### src/rtl/hex_display_scheduler.sv
// Round-robin time-sharing of one 7-segment decoder between N_REQ requesters.
// Each grant lasts DWELL cycles or until its requester drops, and all outputs are registered.
module hex_display_scheduler #(
   parameter int N_REQ = 4,
   parameter int DWELL = 25000000,
   localparam int IW = (N_REQ > 1) ? $clog2(N_REQ) : 1,
   localparam int CW = (DWELL > 1) ? $clog2(DWELL) : 1
) (
   input  logic               Clock,
   input  logic               Resetn,
   input  logic [N_REQ-1:0]   req,
   input  logic [4*N_REQ-1:0] nibble_in,
   output logic [3:0]         nibble_out,
   output logic               blank,
   output logic [N_REQ-1:0]   grant,
   output logic [IW-1:0]      grant_idx,
   output logic               slot_tick,
   output logic               dbg_state
);

   typedef enum logic {IDLE, HOLD} state_t;

   state_t            state, state_nx;
   logic [CW-1:0]     cnt, cnt_nx;
   logic [IW-1:0]     last, last_nx;
   logic [IW-1:0]     grant_idx_nx;
   logic [N_REQ-1:0]  grant_nx;
   logic [3:0]        nibble_nx;
   logic              blank_nx;
   logic              tick_nx;

   logic              win_found;
   logic [IW-1:0]     win_idx;
   logic [3:0]        nib_win;
   logic [3:0]        nib_held;
   logic              rearb;
   logic              release_now;

   // Search last+1, last+2, ... wrapping, so the previous winner is checked last.
   always_comb begin
      win_found = 1'b0;
      win_idx   = '0;
      for (int k = 1; k <= N_REQ; k++) begin
         logic [IW-1:0] cand;
         cand = IW'((int'(last) + k) % N_REQ);
         if (!win_found && req[cand]) begin
            win_found = 1'b1;
            win_idx   = cand;
         end
      end
   end

   always_comb begin
      nib_win  = '0;
      nib_held = '0;
      for (int i = 0; i < N_REQ; i++) begin
         if (IW'(i) == win_idx)   nib_win  = nibble_in[4*i +: 4];
         if (IW'(i) == grant_idx) nib_held = nibble_in[4*i +: 4];
      end
   end

   always_comb begin
      state_nx     = state;
      cnt_nx       = cnt;
      last_nx      = last;
      grant_idx_nx = grant_idx;
      blank_nx     = blank;
      nibble_nx    = nibble_out;
      tick_nx      = 1'b0;
      rearb        = 1'b0;
      release_now  = 1'b0;

      case (state)
         IDLE: rearb = 1'b1;
         HOLD: begin
            release_now = (cnt == '0) || !req[grant_idx];
            if (release_now) begin
               rearb = 1'b1;
            end else begin
               cnt_nx    = cnt - CW'(1);
               nibble_nx = nib_held;
            end
         end
         default: state_nx = IDLE;
      endcase

      // A release and a new grant share one edge, so there is never an idle gap.
      if (rearb) begin
         if (win_found) begin
            state_nx     = HOLD;
            cnt_nx       = CW'(DWELL - 1);
            last_nx      = win_idx;
            grant_idx_nx = win_idx;
            blank_nx     = 1'b0;
            tick_nx      = 1'b1;
            nibble_nx    = nib_win;
         end else begin
            state_nx     = IDLE;
            cnt_nx       = '0;
            grant_idx_nx = '0;
            blank_nx     = 1'b1;
         end
      end

      grant_nx = '0;
      if (!blank_nx) grant_nx[grant_idx_nx] = 1'b1;
   end

   always_ff @(posedge Clock or negedge Resetn) begin
      if (!Resetn) begin
         state      <= IDLE;
         cnt        <= '0;
         last       <= IW'(N_REQ - 1);
         grant_idx  <= '0;
         grant      <= '0;
         blank      <= 1'b1;
         nibble_out <= '0;
         slot_tick  <= 1'b0;
      end else begin
         state      <= state_nx;
         cnt        <= cnt_nx;
         last       <= last_nx;
         grant_idx  <= grant_idx_nx;
         grant      <= grant_nx;
         blank      <= blank_nx;
         nibble_out <= nibble_nx;
         slot_tick  <= tick_nx;
      end
   end

   assign dbg_state = (state == HOLD);

endmodule

### config.mk
export PLATFORM = sky130hd
export DESIGN_NAME = hex_display_scheduler
export DESIGN_NICKNAME = d
export VERILOG_FILES = /design/src/rtl/hex_display_scheduler.sv
export SDC_FILE = /design/constraint.sdc
export NUM_CORES = 1
export LEC_CHECK = 0
export ABC_AREA = 1
export CAP_MARGIN = 15
export CORE_ASPECT_RATIO = 0.9
export CORE_MARGIN = 2
export CORE_UTILIZATION = 56
export DETAILED_ROUTE_END_ITERATION = 16
export PLACE_DENSITY_LB_ADDON = 0.3
export SETUP_SLACK_MARGIN = 0.1
export SLEW_MARGIN = 30
export SYNTH_ARGS = -nofsm -noshare
export SYNTH_HDL_FRONTEND = slang
export SYNTH_SLANG_ARGS = --single-unit
### constraint.sdc
create_clock -name Clock -period 5.1 [get_ports Clock]
set_input_delay 0.51 -clock Clock [delete_from_list [all_inputs] [get_ports Clock]]
set_output_delay 0.51 -clock Clock [all_outputs]
set_load 0.005 [all_outputs]
==> results.ini <==
[status]
outcome = complete, no violations

[logic_synthesis]
synth-seq-area-share = 0.395
yosys_warnings = 0
synth_cells = 346
synth.distinct_cells = 38
post_synth_xor_area_fraction = 0.0447
syn_area_per_cell_um2 = 7.36
synthFlopType = dfrtp_1
async_flop_share = 1.00
synth_top_family_by_area = simple AND/OR/NAND/NOR gates
synth_fa_ha_area_frac = 0.00492
synth-compound-area-share = 0.0865
synth_mux_area_frac = 0
syn_nets = 369
ys_seq_elements = 40
synth-simple-area-share = 0.377
syn_area_um2 = 2540
synth_edf_count = 0

[detailed_routing]
route.detailed.wl_per_inst_um = 12.6
drt-total-wl_um = 5600
vias = 2269
wl_met3_um = 178
ant_nets = 0
drtIter0Drc = 123
wl_met2_um = 2490
dr.pass1.iters = 4
drc = 0
dr.max_layer_used = met4
vias_per_cell = 5.12
m1WireLength_um = 2880

[global_route]
gr-total-overflow = 0
grt_first_pass_wirelength_um = 9540
grt_max_degree = 41
antenna_found_initial = 0
grt_pass1_vias = 2177
grt_usage = 0.245

[timing]
drv_slew = 0
max_freq_ghz = 0.414
finClkSkew_ns = 0.00588
setup_ws_ns = 2.68
fin_crit_ns = 2.42
finalCritPeriodShare = 0.474
setup_viol = 0
hold_violations = 0
maxSlewHeadroom = 0.665
rsz0062_at_grt = no
finalSetupTns_ns = 0
tightest_slew_ns = 0.503

[clocking]
cts.clk_slew.worst_paths_ns = 0.07
ctsHoldBuffers = 0
cts_tree = built
cts_resized = 0
htree_levels = 2
postCtsSetupBuffers = 0
cts_buffer_depth = 2
cts-root-buf = clkbuf_8
numCtsBuffers = 5
clock_sinks = 40
clk_latency_ns = 0.29

[setup_path]
slowest_delay_ns = 0.55
cp.arrival_ns = 2.64
slowest_stage = clkdlybuf4s50_1
crit_chain = clkdlybuf4s50_1, inv_1, o221ai_1, nand3_2, inv_2, nand2_1, nand2_1, nand2_1, nor2_1
crit_path_start_kind = input pin
required_ns = 5.32
critPathMaxFanout = 20
endpoint_kind = flip-flop
worstSetupPathType = input pin to flip-flop
crit_top_cell = nand2_1

[pwr]
p_comb_frac = 0.592
vdd_drop_max_uv = 379
clkPwrFrac = 0.114
pwr-share-seq = 0.294
p_leak_nw = 1.41
powerDensity_nw_per_um2 = 628
intPower_w = 0.000963
swShare = 0.489
p_sw_w = 0.000919

[placement]
port_buffers = 34
post-place-ws_ns = 2.40
place.gp.congestion = 0.836
dpl-instance-area_um2 = 2900
hpwl_um = 4180

[die]
num_io_pins = 35
die_h_um = 68.0
die_w_um = 75.1
initial_utilization = 0.578
die_area_um2 = 5100
core-area_um2 = 4400
rows = 23

[final_layout]
final_cell_area_um2 = 3000
drive_gt1_frac = 0.126
diodes = 0
syn_to_final_growth_pct = 17.7
layout_common_cells = nand2_1, nor2_1, inv_1
layout_commonest_cell = nand2_1
fin_nets = 403

[run]
cap_violations = 0

[min_path]
hold_path.class = input pin to async pin

==> stage by stage <==
stage / hold slack [ns] / utilization / std cells / total power [W]
after global routing: 0.229 / 0.680 / 443 / 0.00207
after detailed placement: 0.455 / 0.659 / 435 / 0.00167
after CTS: 0.360 / 0.680 / 443 / 0.00189
after global placement: 0.445 / 0.659 / 435 / 0.00162
final: 0.183 / 0.680 / 443 / 0.00188
after floorplan: 0.214 / - / 346 / 0.00140
==> synthesized netlist by cell type, types with 3 or more instances <==
cell,n,area share
xnor2_1,4,0.014
nand2_2,10,0.025
nand3b_1,4,0.012
a31oi_1,4,0.0098
buf_4,3,0.0088
nand2_1,98,0.14
nand4_1,7,0.017
a21oi_1,7,0.014
xor2_1,9,0.031
nand2_4,6,0.027
nor2_2,4,0.0098
o21ai_0,7,0.014
inv_1,38,0.056
inv_2,4,0.0059
nor3_1,4,0.0079
nand3_1,20,0.039
dfrtp_1,37,0.36
o21ai_1,10,0.020
nand3_2,3,0.012
nor2_1,39,0.058
dfstp_2,3,0.031
==> flip-flops by register name (all words and copies together), names as in the netlist <==
name        flops
slot_tick       1
dbg_state       1
blank           1
grant_idx       2
last            2
grant           4
cnt            25
nibble_out      4
==> cells by family after synthesis <==
kind of cell | after synthesis
AOI/OAI and AO/OA | 37
xor gates and xnor gates | 13
adders and majority gates | 1
buffers and inverters | 52
DFF | 40
and+or+nand+nor | 203
==> critical path, delay by kind of cell <==
family | cells | cell delay, ns
AND/OR/NAND/NOR | 5 | 0.84
AO/OA/AOI/OAI | 1 | 0.26
buffers and inverters | 3 | 1.02
==> layer usage <==
metal | vias up | track usage
met5 | - | 0
met4 | 0 | 0.0670
met3 | 7 | 0.0412
met2 | 49 | 0.396
met1 | 1044 | 0.342
li1 | 1169 | -
==> power groups by stage <==
stage	clock network [W]	logic, W	registers [W]
floorplan	0	0.000885	0.000517
finish	0.000215	0.00111	0.000553
global placement	0	0.00107	0.000555
detailed placement	0	0.00111	0.000554
global route	0.000232	0.00128	0.000566
CTS	0.000219	0.00112	0.000551
==> path summary, 6_finish.rpt <==
path,from,to,slack (ns),cells after the start
min reg2reg,cnt[0],cnt[0],0.47,1
min in group Clock,cnt[0],cnt[0],0.47,1
min,Resetn,cnt[24],0.18,1
max,req[2],grant[3],2.68,9
max reg2reg,cnt[0],nibble_out[2],2.68,14
max in group asynchronous,Resetn,blank,4.54,1
==> layout make-up <==
class | count | area (um2)
Inverter | 45 | 180
Clock buffer | 8 | 90.1
Multi-Input combinational cell | 254 | 1310
Fill cell | 385 | 1410
Sequential cell | 40 | 1000
Tap cell | 62 | 77.6
Timing Repair Buffer | 34 | 338
Note: power is estimated with default switching activity, not from simulation.
